<file path="config.mk">
export PLATFORM = sky130hd
export DESIGN_NAME = auction_bid_collector
export DESIGN_NICKNAME = d
export VERILOG_FILES = /design/src/rtl/auction_pkg.sv /design/src/rtl/auction_bid_collector.sv
export SDC_FILE = /design/constraint.sdc
export NUM_CORES = 1
export LEC_CHECK = 0
export ABC_AREA = 0
export BUFFER_PORTS_ARGS = -buffer_cell sky130_fd_sc_hd__buf_2
export CAP_MARGIN = 0
export CELL_PAD_IN_SITES_DETAIL_PLACEMENT = 1
export CELL_PAD_IN_SITES_GLOBAL_PLACEMENT = 1
export CORE_MARGIN = 5
export CORE_UTILIZATION = 38
export CTS_CLUSTER_SIZE = 8
export DETAILED_ROUTE_END_ITERATION = 6
export MAX_ROUTING_LAYER = met4
export PLACE_DENSITY_LB_ADDON = 0.1
export SYNTH_ARGS = -nofsm -noshare
export SYNTH_HDL_FRONTEND = slang
export SYNTH_SLANG_ARGS = --single-unit
</file>
<file path="constraint.sdc">
create_clock -name clk -period 2.01 [get_ports clk]
set_input_delay 0.1005 -clock clk [delete_from_list [all_inputs] [get_ports clk]]
set_output_delay 0.1005 -clock clk [all_outputs]
set_load 0.03 [all_outputs]
</file>
<file path="src/rtl/auction_pkg.sv">
// rtl/auction_pkg.sv - shared FSM state type and bus width helper for the auction bid collector
package auction_pkg;

   typedef enum logic {
      COLLECT = 1'b0,
      PRESENT = 1'b1
   } state_t;

   function automatic int bus_width(input int n, input int w);
      return (2 ** n) * w;
   endfunction

endpackage

</file>
<file path="src/rtl/auction_bid_collector.sv">
// rtl/auction_bid_collector.sv - collects one bid per bidder into a packed vector and presents it downstream
// Optional reserve-price filtering is enabled by defining AUCTION_RESERVE_EN.
module auction_bid_collector
   import auction_pkg::*;
#(
   parameter int             N       = 2,
   parameter int             W       = 16,
   parameter logic [W-1:0]   MIN_BID = '0
) (
   input  logic                       clk,
   input  logic                       rst,
   input  logic                       bid_valid,
   output logic                       bid_ready,
   input  logic [N-1:0]               bid_id,
   input  logic [W-1:0]               bid_value,
   input  logic                       close,
   output logic                       bids_valid,
   input  logic                       bids_ready,
   output logic [bus_width(N,W)-1:0]  bids,
   output logic [(2**N)-1:0]          submitted,
   output logic                       dup_err,
   output logic                       reject
);

   localparam int B = 2 ** N;

   state_t       state;
   state_t       state_next;
   logic         accept;
   logic         below;
   logic         fresh;
   logic         dup;
   logic [B-1:0] id_onehot;
   logic [B-1:0] submitted_next;

   assign id_onehot = {{(B-1){1'b0}}, 1'b1} << bid_id;
   assign accept    = bid_valid && bid_ready;

`ifdef AUCTION_RESERVE_EN
   assign below = bid_value < MIN_BID;
`else
   assign below = 1'b0;
`endif

   // A below-reserve bid is dropped before the duplicate check, so it never flags dup_err.
   assign fresh          = accept && !below && !submitted[bid_id];
   assign dup            = accept && !below && submitted[bid_id];
   assign submitted_next = fresh ? (submitted | id_onehot) : submitted;

   always_comb begin
      state_next = state;
      bid_ready  = 1'b0;
      bids_valid = 1'b0;
      case (state)
         COLLECT: begin
            bid_ready = 1'b1;
            if ((&submitted_next) || close)
               state_next = PRESENT;
         end
         PRESENT: begin
            bids_valid = 1'b1;
            if (bids_ready)
               state_next = COLLECT;
         end
         default: state_next = COLLECT;
      endcase
   end

   always_ff @(posedge clk or posedge rst) begin
      if (rst) begin
         state     <= COLLECT;
         bids      <= '0;
         submitted <= '0;
         dup_err   <= 1'b0;
      end else begin
         state   <= state_next;
         dup_err <= dup;
         if (state == PRESENT && bids_ready) begin
            bids      <= '0;
            submitted <= '0;
         end else if (fresh) begin
            submitted <= submitted_next;
            for (int i = 0; i < B; i++) begin
               if (bid_id == N'(i))
                  bids[i*W +: W] <= bid_value;
            end
         end
      end
   end

`ifdef AUCTION_RESERVE_EN
   always_ff @(posedge clk or posedge rst) begin
      if (rst)
         reject <= 1'b0;
      else
         reject <= accept && below;
   end
`else
   assign reject = 1'b0;
`endif

endmodule

</file>
======== After elaboration in Yosys (flattened, before gate mapping) ========
Index checks and enable logic that the tools add are counted.
operators by class
  order comparisons ....................... 1
  equal/unequal tests ..................... 3
  shift operators ......................... 1
  muxes and demuxes ....................... 16
  bitwise operators ....................... 2
  reduce and logical (&&, ||, !) cells .... 17
operator list
  cell                   count
  $mux W64               2
  $mux W16               4
  $mux W4                3
  $reduce_bool A2 Y1     5
  $reduce_and A2 Y1      4
  $mux W1                5
  $eq A2 B2 Y1 const B   2
  $logic_and A1 B1 Y1    4
  $or A4 B4 Y4           1
  $reduce_and A4 Y1      1
  $shl A1 B2 Y4 const A  1
  $lt A2 B3 Y1 const B   1
  $bmux W1 S2            1
  $eq A2 B1 Y1 const B   1
  $logic_not A2 Y1       1
  $pmux W1 S2            1
  $logic_not A1 Y1       1
  $logic_or A1 B1 Y1     1
  $not A1 Y1             1
storage, ports and cells
  register bits after elaboration ......... 70
  word-level logic and storage cells ...... 47

======== Longest topological paths before layout ========
Gate-level depths: netlist of run 1.
  depth after elaboration ................. 9
  gate-level depth with buffers ........... 6
  mapped depth without buffers ............ 3

======== Worst setup path before layout of run 1 ========
OpenSTA, ideal clock, no wires.
  path type ............................... register -> register
  start point ............................. register state
  end point ............................... register bids[0]
  setup time .............................. 0.136 ns
  data arrival time ....................... 1.491 ns
  path slack .............................. 0.383 ns
  stages on the path, launching flop included .. 6
  path buffers ............................ 2
  period minus slack after synthesis ...... 1.627 ns
  cells stage by stage .................... dfrtp_1 > or4b_1 > buf_2 > buf_6 > o21ai_1 > a21oi_1
on the way
  word-level cells in the longest chain between the ends .. 5
ends and longest elaborated chain
  element                              line                         RTL
  from (decl)                          auction_bid_collector.sv:27  state_t state;
  from (signal assigned)               auction_bid_collector.sv:76  state <= state_next;
  $mux W1                              auction_bid_collector.sv:54  case (state)
  $logic_and A1 B1 Y1                  auction_bid_collector.sv:37  assign accept = bid_valid && bid_ready;
  $logic_and A1 B1 Y1                  auction_bid_collector.sv:46  assign fresh = accept && !below && !submitted[bid_id];
  $reduce_bool A2 Y1 (no source line)  -
  $reduce_and A2 Y1 (no source line)   -
  to (signal, indexed assignment)      auction_bid_collector.sv:85  bids[i*W +: W] <= bid_value;
  to (decl)                            auction_bid_collector.sv:19  output logic [bus_width(N,W)-1:0] bids,
Parallel ways exist; a longest one is shown, timed or not.
A chain may end at the register's enable or synchronous reset.

======== Worst setup path in the final report of run 1 ========
  start point ............................. register state
  end point ............................... register bids[10]
Same word-level chain as after synthesis.

==> impl_metrics.ini, run 1 <==
[outcome]
outcome = finished clean

[setup_path]
crit_path_end_kind = flip-flop
arrival_ns = 1.98
r2r_start = state
worstPathCellList = or4b_1 -> o21ai_0 -> a21oi_1
worstSetupStartpointType = flip-flop
slowest_delay_ns = 0.84
slowest_stage = or4b_1
worstPathRequired_ns = 2.24
critPathKind = reg2reg
crit_start = state
path_max_fanout = 17

[detailed_routing]
antenna_left = 0
first_pass_iters = 4
drc = 0
dr.first_iter.drc_count = 122
num_vias = 2943
wire_per_inst_um = 19.5
routed_via_density = 5.61
routed_wl_um = 10200

[clocking]
clk_latency_ns = 0.35
cts-buffers-inserted = 9
cts_setup_buffers = 0
cts_tree = done
cts.path.max_buffers = 2
cts_root_buf = clkbuf_8
cts.sinks = 70
clk_pin_slew_worst_paths_ns = 0.08
cts_max_level = 3

[cells_and_area]
final_cell_mix = buf_2, dfrtp_1, a21oi_1
design_area_mm2 = 0.00397
mostFrequentLayoutCell = buf_2
final_nets = 438
areaGrowthSynthToFinish_pct = 25.7
drive_above_1_share_pct = 31.0
num_antenna_cells = 0

[sta]
rsz0062_at_grt = false
layout_min_cycle_time_ns = 1.75
relSlewSlack_pct = 58.0
fin_worst_skew_ns = 0.00712
fin_crit_sh_pct = 86.9
fmax_mhz = 573
setup_violations = 0
slew_viol_final = 0
layout_setup_ws_ns = 0.264
tns_ns = 0
worstMarginPinSlew_ns = 0.630
hold_viol = 0

[power]
power.leakage_nw = 1.90
power.density_cell_area_mw_per_mm2 = 1420
ir_drop_mv = 0.648

[global_route]
grt_pass1_wl_um = 16700
grt_max_degree = 52
antenna_found_initial = 0
grt_overflow = 0
track_usage_pct = 21.6
grt_pass1_vias = 3211

[floorplan]
core_area_mm2 = 0.00818
num_io_pins = 95
dieArea_mm2 = 0.0102
die_y_um = 101
dieWidth_um = 101
rows = 33
initial_core_util_pct = 38.7

[placed_design]
hpwl_um = 7030
port_buffers = 93
placed_area_mm2 = 0.00372
dp_slack_ns = 0.258
gp_congestion = 0.833

[synth]
synth_cells = 332
ys_types = 30
synth.cell_area_mm2 = 0.00316
seq_area_frac_synth_pct = 55.4
synth_seq_cells = 70
syn-num-nets = 355
yosysWarnings = 0
syn-mean-instance-area_um2 = 9.52

[job]
drv_cap = 0

[min_path]
hp-class = in2reg
min_from = bid_value[5]
-- final timing paths --
| path | slack [ns] | depth (start not counted) | endpoint |
|---|---|---|---|
| max | 0.26 | 3 | bids[10] |
| min | 0.05 | 3 | bids[53] |
| max reg2reg | 0.26 | 3 | bids[10] |
| min reg2reg | 0.54 | 2 | bids[50] |
| max in group asynchronous | 1.07 | 4 | bids[45] |
| min in group asynchronous | 0.31 | 3 | bids[26] |
-- layout make-up --
cell class | count | area (µm²)
Fill cell | 971 | 4200
Sequential cell | 70 | 1750
Multi-Input combinational cell | 218 | 1200
Timing Repair Buffer | 109 | 628
Clock buffer | 13 | 169
Tap cell | 105 | 131
Clock inverter | 3 | 65.1
Inverter | 7 | 26.3
-- synth_stat cells --
cell type | number | area [µm²]
buf_4 | 5 | 37.5
o21ai_1 | 8 | 40.0
inv_1 | 4 | 15.0
o22ai_1 | 1 | 6.26
clkinv_1 | 3 | 11.3
a21oi_1 | 67 | 335
buf_2 | 10 | 50.1
clkbuf_1 | 18 | 67.6
nand4bb_1 | 3 | 33.8
and4b_1 | 2 | 20.0
nand3_1 | 64 | 320
and4bb_2 | 2 | 25.0
nor3_1 | 1 | 5.00
or4b_1 | 1 | 10.0
a221oi_1 | 1 | 8.76
nand2_1 | 1 | 3.75
a211o_1 | 1 | 8.76
clkbuf_2 | 2 | 10.0
nor4b_4 | 1 | 23.8
buf_6 | 2 | 22.5
o21ai_0 | 56 | 280
and3_1 | 1 | 6.26
mux4_2 | 1 | 22.5
o21ai_2 | 1 | 8.76
a31oi_1 | 2 | 12.5
conb_1 | 1 | 3.75
dfrtp_1 | 70 | 1750
nor2_1 | 1 | 3.75
nor4bb_1 | 1 | 10.0
and2_1 | 1 | 6.26
-- per-stage QoR --
step / std cells / hold WS, ns / util (%) / total power, mW
2_1_floorplan: 332 / 0.209 / - / 3.53
3_3_place_gp: 507 / 0.140 / 45.5 / 4.27
3_5_place_dp: 507 / 0.139 / 45.5 / 4.33
4_1_cts: 525 / 0.0427 / 48.6 / 5.67
5_1_grt: 525 / 0.0528 / 48.6 / 5.95
6_report: 525 / 0.0478 / 48.6 / 5.63
-- flip-flops by register name, summed over array words and instances (netlist names) --
signal / count
bids: 64
submitted: 4
dup_err: 1
state: 1
-- kinds of logic (layout without fill, tap and decap cells) --
| family | after synthesis | count (layout) | share of synthesized area (%) |
|---|---|---|---|
| and+or+nand+nor | 79 | 79 | 14.8 |
| DFF | 70 | 70 | 55.4 |
| buffers and inverters | 44 | 132 | 6.77 |
| other | 1 | 1 | 0.119 |
| muxes | 1 | 1 | 0.713 |
| AOI/OAI and AO/OA | 137 | 137 | 22.2 |
-- what timing repair did --
item                                   CTS  global route
gates resized for setup                  0             0
endpoints found under the hold margin   20             0
hold buffers                             2             0
-- power by group --
part / leakage, nW / switching [mW] / internal (mW)
registers: 0.953 / 0.298 / 1.75
logic: 0.831 / 1.58 / 0.656
clock network: 0.120 / 0.544 / 0.800
total: 1.90 / 2.43 / 3.20
-- per-layer routing --
layer | vias up | global-route usage (%) | routed length, µm
li1 | 1361 | - | -
met1 | 1494 | 28.0 | 4670
met2 | 75 | 34.3 | 4950
met3 | 13 | 4.75 | 466
met4 | 0 | 5.62 | 158
met5 | - | - | 0
-- critical path, delay by kind of cell, from the launching register on --
kind	cells	cell delay, ns
AND/OR/NAND/NOR	1	0.84
AO/OA/AOI/OAI	2	0.42
flip-flops	1	0.37
(Power assumes the default switching activity.)
==> inputs of run 2 (changes only) <==
--- a/config.mk
+++ b/config.mk
@@ -5,13 +5,14 @@
 export SDC_FILE = /design/constraint.sdc
 export NUM_CORES = 1
 export LEC_CHECK = 0
-export ABC_AREA = 0
+export ABC_AREA = 1
 export BUFFER_PORTS_ARGS = -buffer_cell sky130_fd_sc_hd__buf_2
 export CAP_MARGIN = 0
 export CELL_PAD_IN_SITES_DETAIL_PLACEMENT = 1
 export CELL_PAD_IN_SITES_GLOBAL_PLACEMENT = 1
 export CORE_MARGIN = 5
-export CORE_UTILIZATION = 38
+export CORE_UTILIZATION = 36
+export CTS_CLUSTER_DIAMETER = 150
 export CTS_CLUSTER_SIZE = 8
 export DETAILED_ROUTE_END_ITERATION = 6
 export MAX_ROUTING_LAYER = met4
==> run 2 against run 1 <==
  * Non-clock buffer count decreased by 3
  * Largest power group is now sequential cells
  * Clock power shrank 7%
  * Clock skew rose by 0.0037 ns
  * Global-route usage fell by 1.6 points
  * Sequential share of layout area increased by 2.1 points
  * Largest cell class unchanged
  * Routed wire length is 9.1% lower
  * Combinational power down 42%
  * First-iteration DRC count is 34% lower
==> impl_metrics.ini, run 2 <==
[power]
ir_drop_mv = 0.565
p_clk_share_pct = 28.7
power.density_cell_area_mw_per_mm2 = 1150
combPwrFrac_pct = 30.1
power.leakage_nw = 2.29
p_int_mw = 2.70
p_seq_share_pct = 41.3
p_sw_share_pct = 38.0
p_sw_mw = 1.66

[placed_design]
gp_congestion = 0.812
port_buffers = 93
place_inst = 546
hpwl_um = 6630
placed_area_mm2 = 0.00356

[synth]
synth.cell_area_mm2 = 0.00297
synth_seq_cells = 70
synthTopCellsByCount = nand2_1, nand3_1, dfrtp_1, inv_1, nor2_1
ys_types = 15
synth_top_area_cell = dfrtp_1
syn-num-nets = 382
yosysMostFrequentCell = nand2_1
syn-mean-instance-area_um2 = 8.26
yosys.area.top_type_share_pct = 59.1
yosysWarnings = 0
synthFlopType = dfrtp_1
synth_edf_count = 0
synth_cells = 359
seq_area_frac_synth_pct = 59.1
ys_async_sr_fraction_pct = 100
synth_area_leaders = dfrtp_1, nand2_1, nand3_1

[sta]
fin_crit_sh_pct = 81.5
tns_ns = 0
slew_viol_final = 0
worstMarginPinSlew_ns = 0.589
relSlewSlack_pct = 60.6
fmax_mhz = 611
layout_min_cycle_time_ns = 1.64
fin_worst_skew_ns = 0.0108
rsz0062_at_grt = false
hold_viol = 0
setup_violations = 0

[cells_and_area]
drive_above_1_share_pct = 27.0
multiInputGateArea_mm2 = 0.00101
top_regs = bids: 64 flops, submitted: 4 flops
design_area_mm2 = 0.00379
top_register = bids
final_nets = 477
areaGrowthSynthToFinish_pct = 27.9
mostFrequentLayoutCell = nand2_1
regArea_mm2 = 0.00175
instances_no_fill = 564
final_cell_mix = nand2_1, buf_2, nand3_1
num-fill-cells = 1045
largest_register_ffs = 64
num_antenna_cells = 0

[clocking]
cts.sinks = 70
cts.path.max_buffers = 2
cts_tree = done
cts_setup_buffers = 0
clk_pin_slew_worst_paths_ns = 0.07
clk_latency_ns = 0.35
cts-buffers-inserted = 9
cts_max_level = 3
postCtsResizedCells = 0
cts_root_buf = clkbuf_8

[floorplan]
dieWidth_um = 101
dieArea_mm2 = 0.0102
num_io_pins = 95
die_y_um = 101
rows = 33
core_area_mm2 = 0.00813
initial_core_util_pct = 36.5

[detailed_routing]
routed_via_density = 4.83
wire_per_inst_um = 16.5
num_vias = 2724
drc = 0
first_pass_iters = 4
dr.first_iter.drc_count = 81
antenna_left = 0
routed_wl_um = 9310

[setup_path]
path_max_fanout = 15
worstPathRequired_ns = 2.29
crit_path_end_kind = flip-flop
slowest_delay_ns = 0.48
arrival_ns = 1.92
cpMostUsedCell = nand2_1
worstPathCellList = nor2_1 -> nand3_1 -> nand2_1 -> nand2_1 -> nand2_1
worstSetupStartpointType = flip-flop
critPathKind = reg2reg
slowest_stage = nand2_1

[global_route]
grt_pass1_vias = 2901
grt_overflow = 0
grt_pass1_wl_um = 15000
antenna_found_initial = 0
grt_max_degree = 32
track_usage_pct = 20.0

[job]
drv_cap = 0

[outcome]
outcome = finished clean

[min_path]
hp-class = in2reg
[run 2: changes by cell type in the layout (fill, tap and decap cells not counted), sizes merged, moves of 2 or more]
cell and change:
nand3 +7, nand2 +134, clkbuf -3, nor2 +22, nand4bb -3, a21oi -63, o21ai -61, and4bb -2
buf -3, and4b -2, inv +23, a31oi -2
[run 2: cells by family (layout without fill, tap and decap cells)]
group / Yosys count / after routing / synth area share [%]
and+or+nand+nor: 231 / 231 / 32.6
DFF: 70 / 70 / 59.1
buffers and inverters: 49 / 149 / 6.84
AOI/OAI and AO/OA: 8 / 8 / 1.35
other: 1 / 1 / 0.126
[run 2: metrics by stage]
step                      total power, mW  setup slack [ns]  utilization [%]  hold WS, ns
final                                4.36             0.372             46.6       0.0831
after detailed placement             3.15             0.357             43.7        0.184
after global routing                 4.59             0.158             46.6       0.0959
after global placement               3.13             0.435             43.7        0.191
after CTS                            4.41             0.352             46.6       0.0759
after floorplan                      2.69             0.141                -        0.235
[run 2: worst max-delay path: cells and delay by family (launching register included)]
family | cells | cell delay [ns]
AND/OR/NAND/NOR | 5 | 1.14
flip-flops | 1 | 0.43
[run 2: area by class of cell]
| type | instances | area share, % |
|---|---|---|
| flip-flops and latches | 70 | 46.2 |
| multi-input cells | 240 | 26.7 |
| repair buffers | 106 | 15.3 |
| well taps | 105 | 3.46 |
| clock buffers | 10 | 3.37 |
| inverters | 27 | 2.67 |
| clock inverters | 6 | 2.28 |
[run 2: routing by layer]
| layer | vias to the layer above | track usage (%) | wire length, µm |
|---|---|---|---|
| met2 | 68 | 30.7 | 4400 |
| met5 | - | - | 0 |
| met4 | 0 | 8.19 | 150 |
| met1 | 1335 | 26.2 | 4320 |
| met3 | 13 | 3.53 | 435 |
| li1 | 1308 | - | - |
[run 2: path summary, 6_finish.rpt]
check | slack [ns] | end | from | depth (start not counted)
hold / removal | 0.08 | state | close | 4
setup reg to reg | 0.37 | bids[1] | state | 5
hold reg to reg | 0.50 | bids[50] | bids[50] | 2
setup / recovery | 0.37 | bids[1] | state | 5
min in group asynchronous | 0.34 | bids[27] | rst | 3
max in group asynchronous | 0.92 | bids[5] | rst | 4
[run 2: power by group through the flow]
| stage | logic, mW | clock network [mW] | registers (mW) |
|---|---|---|---|
| 2_1_floorplan | 0.392 | 0 | 2.29 |
| 3_5_place_dp | 1.33 | 0 | 1.83 |
| 5_1_grt | 1.42 | 1.34 | 1.83 |
| 3_3_place_gp | 1.30 | 0 | 1.83 |
| 6_report | 1.31 | 1.25 | 1.80 |
| 4_1_cts | 1.33 | 1.27 | 1.80 |
[run 2: timing repair]
action	CTS	global route
setup endpoints to repair	0	0
endpoints found under the hold margin	22	0
hold buffers	2	0
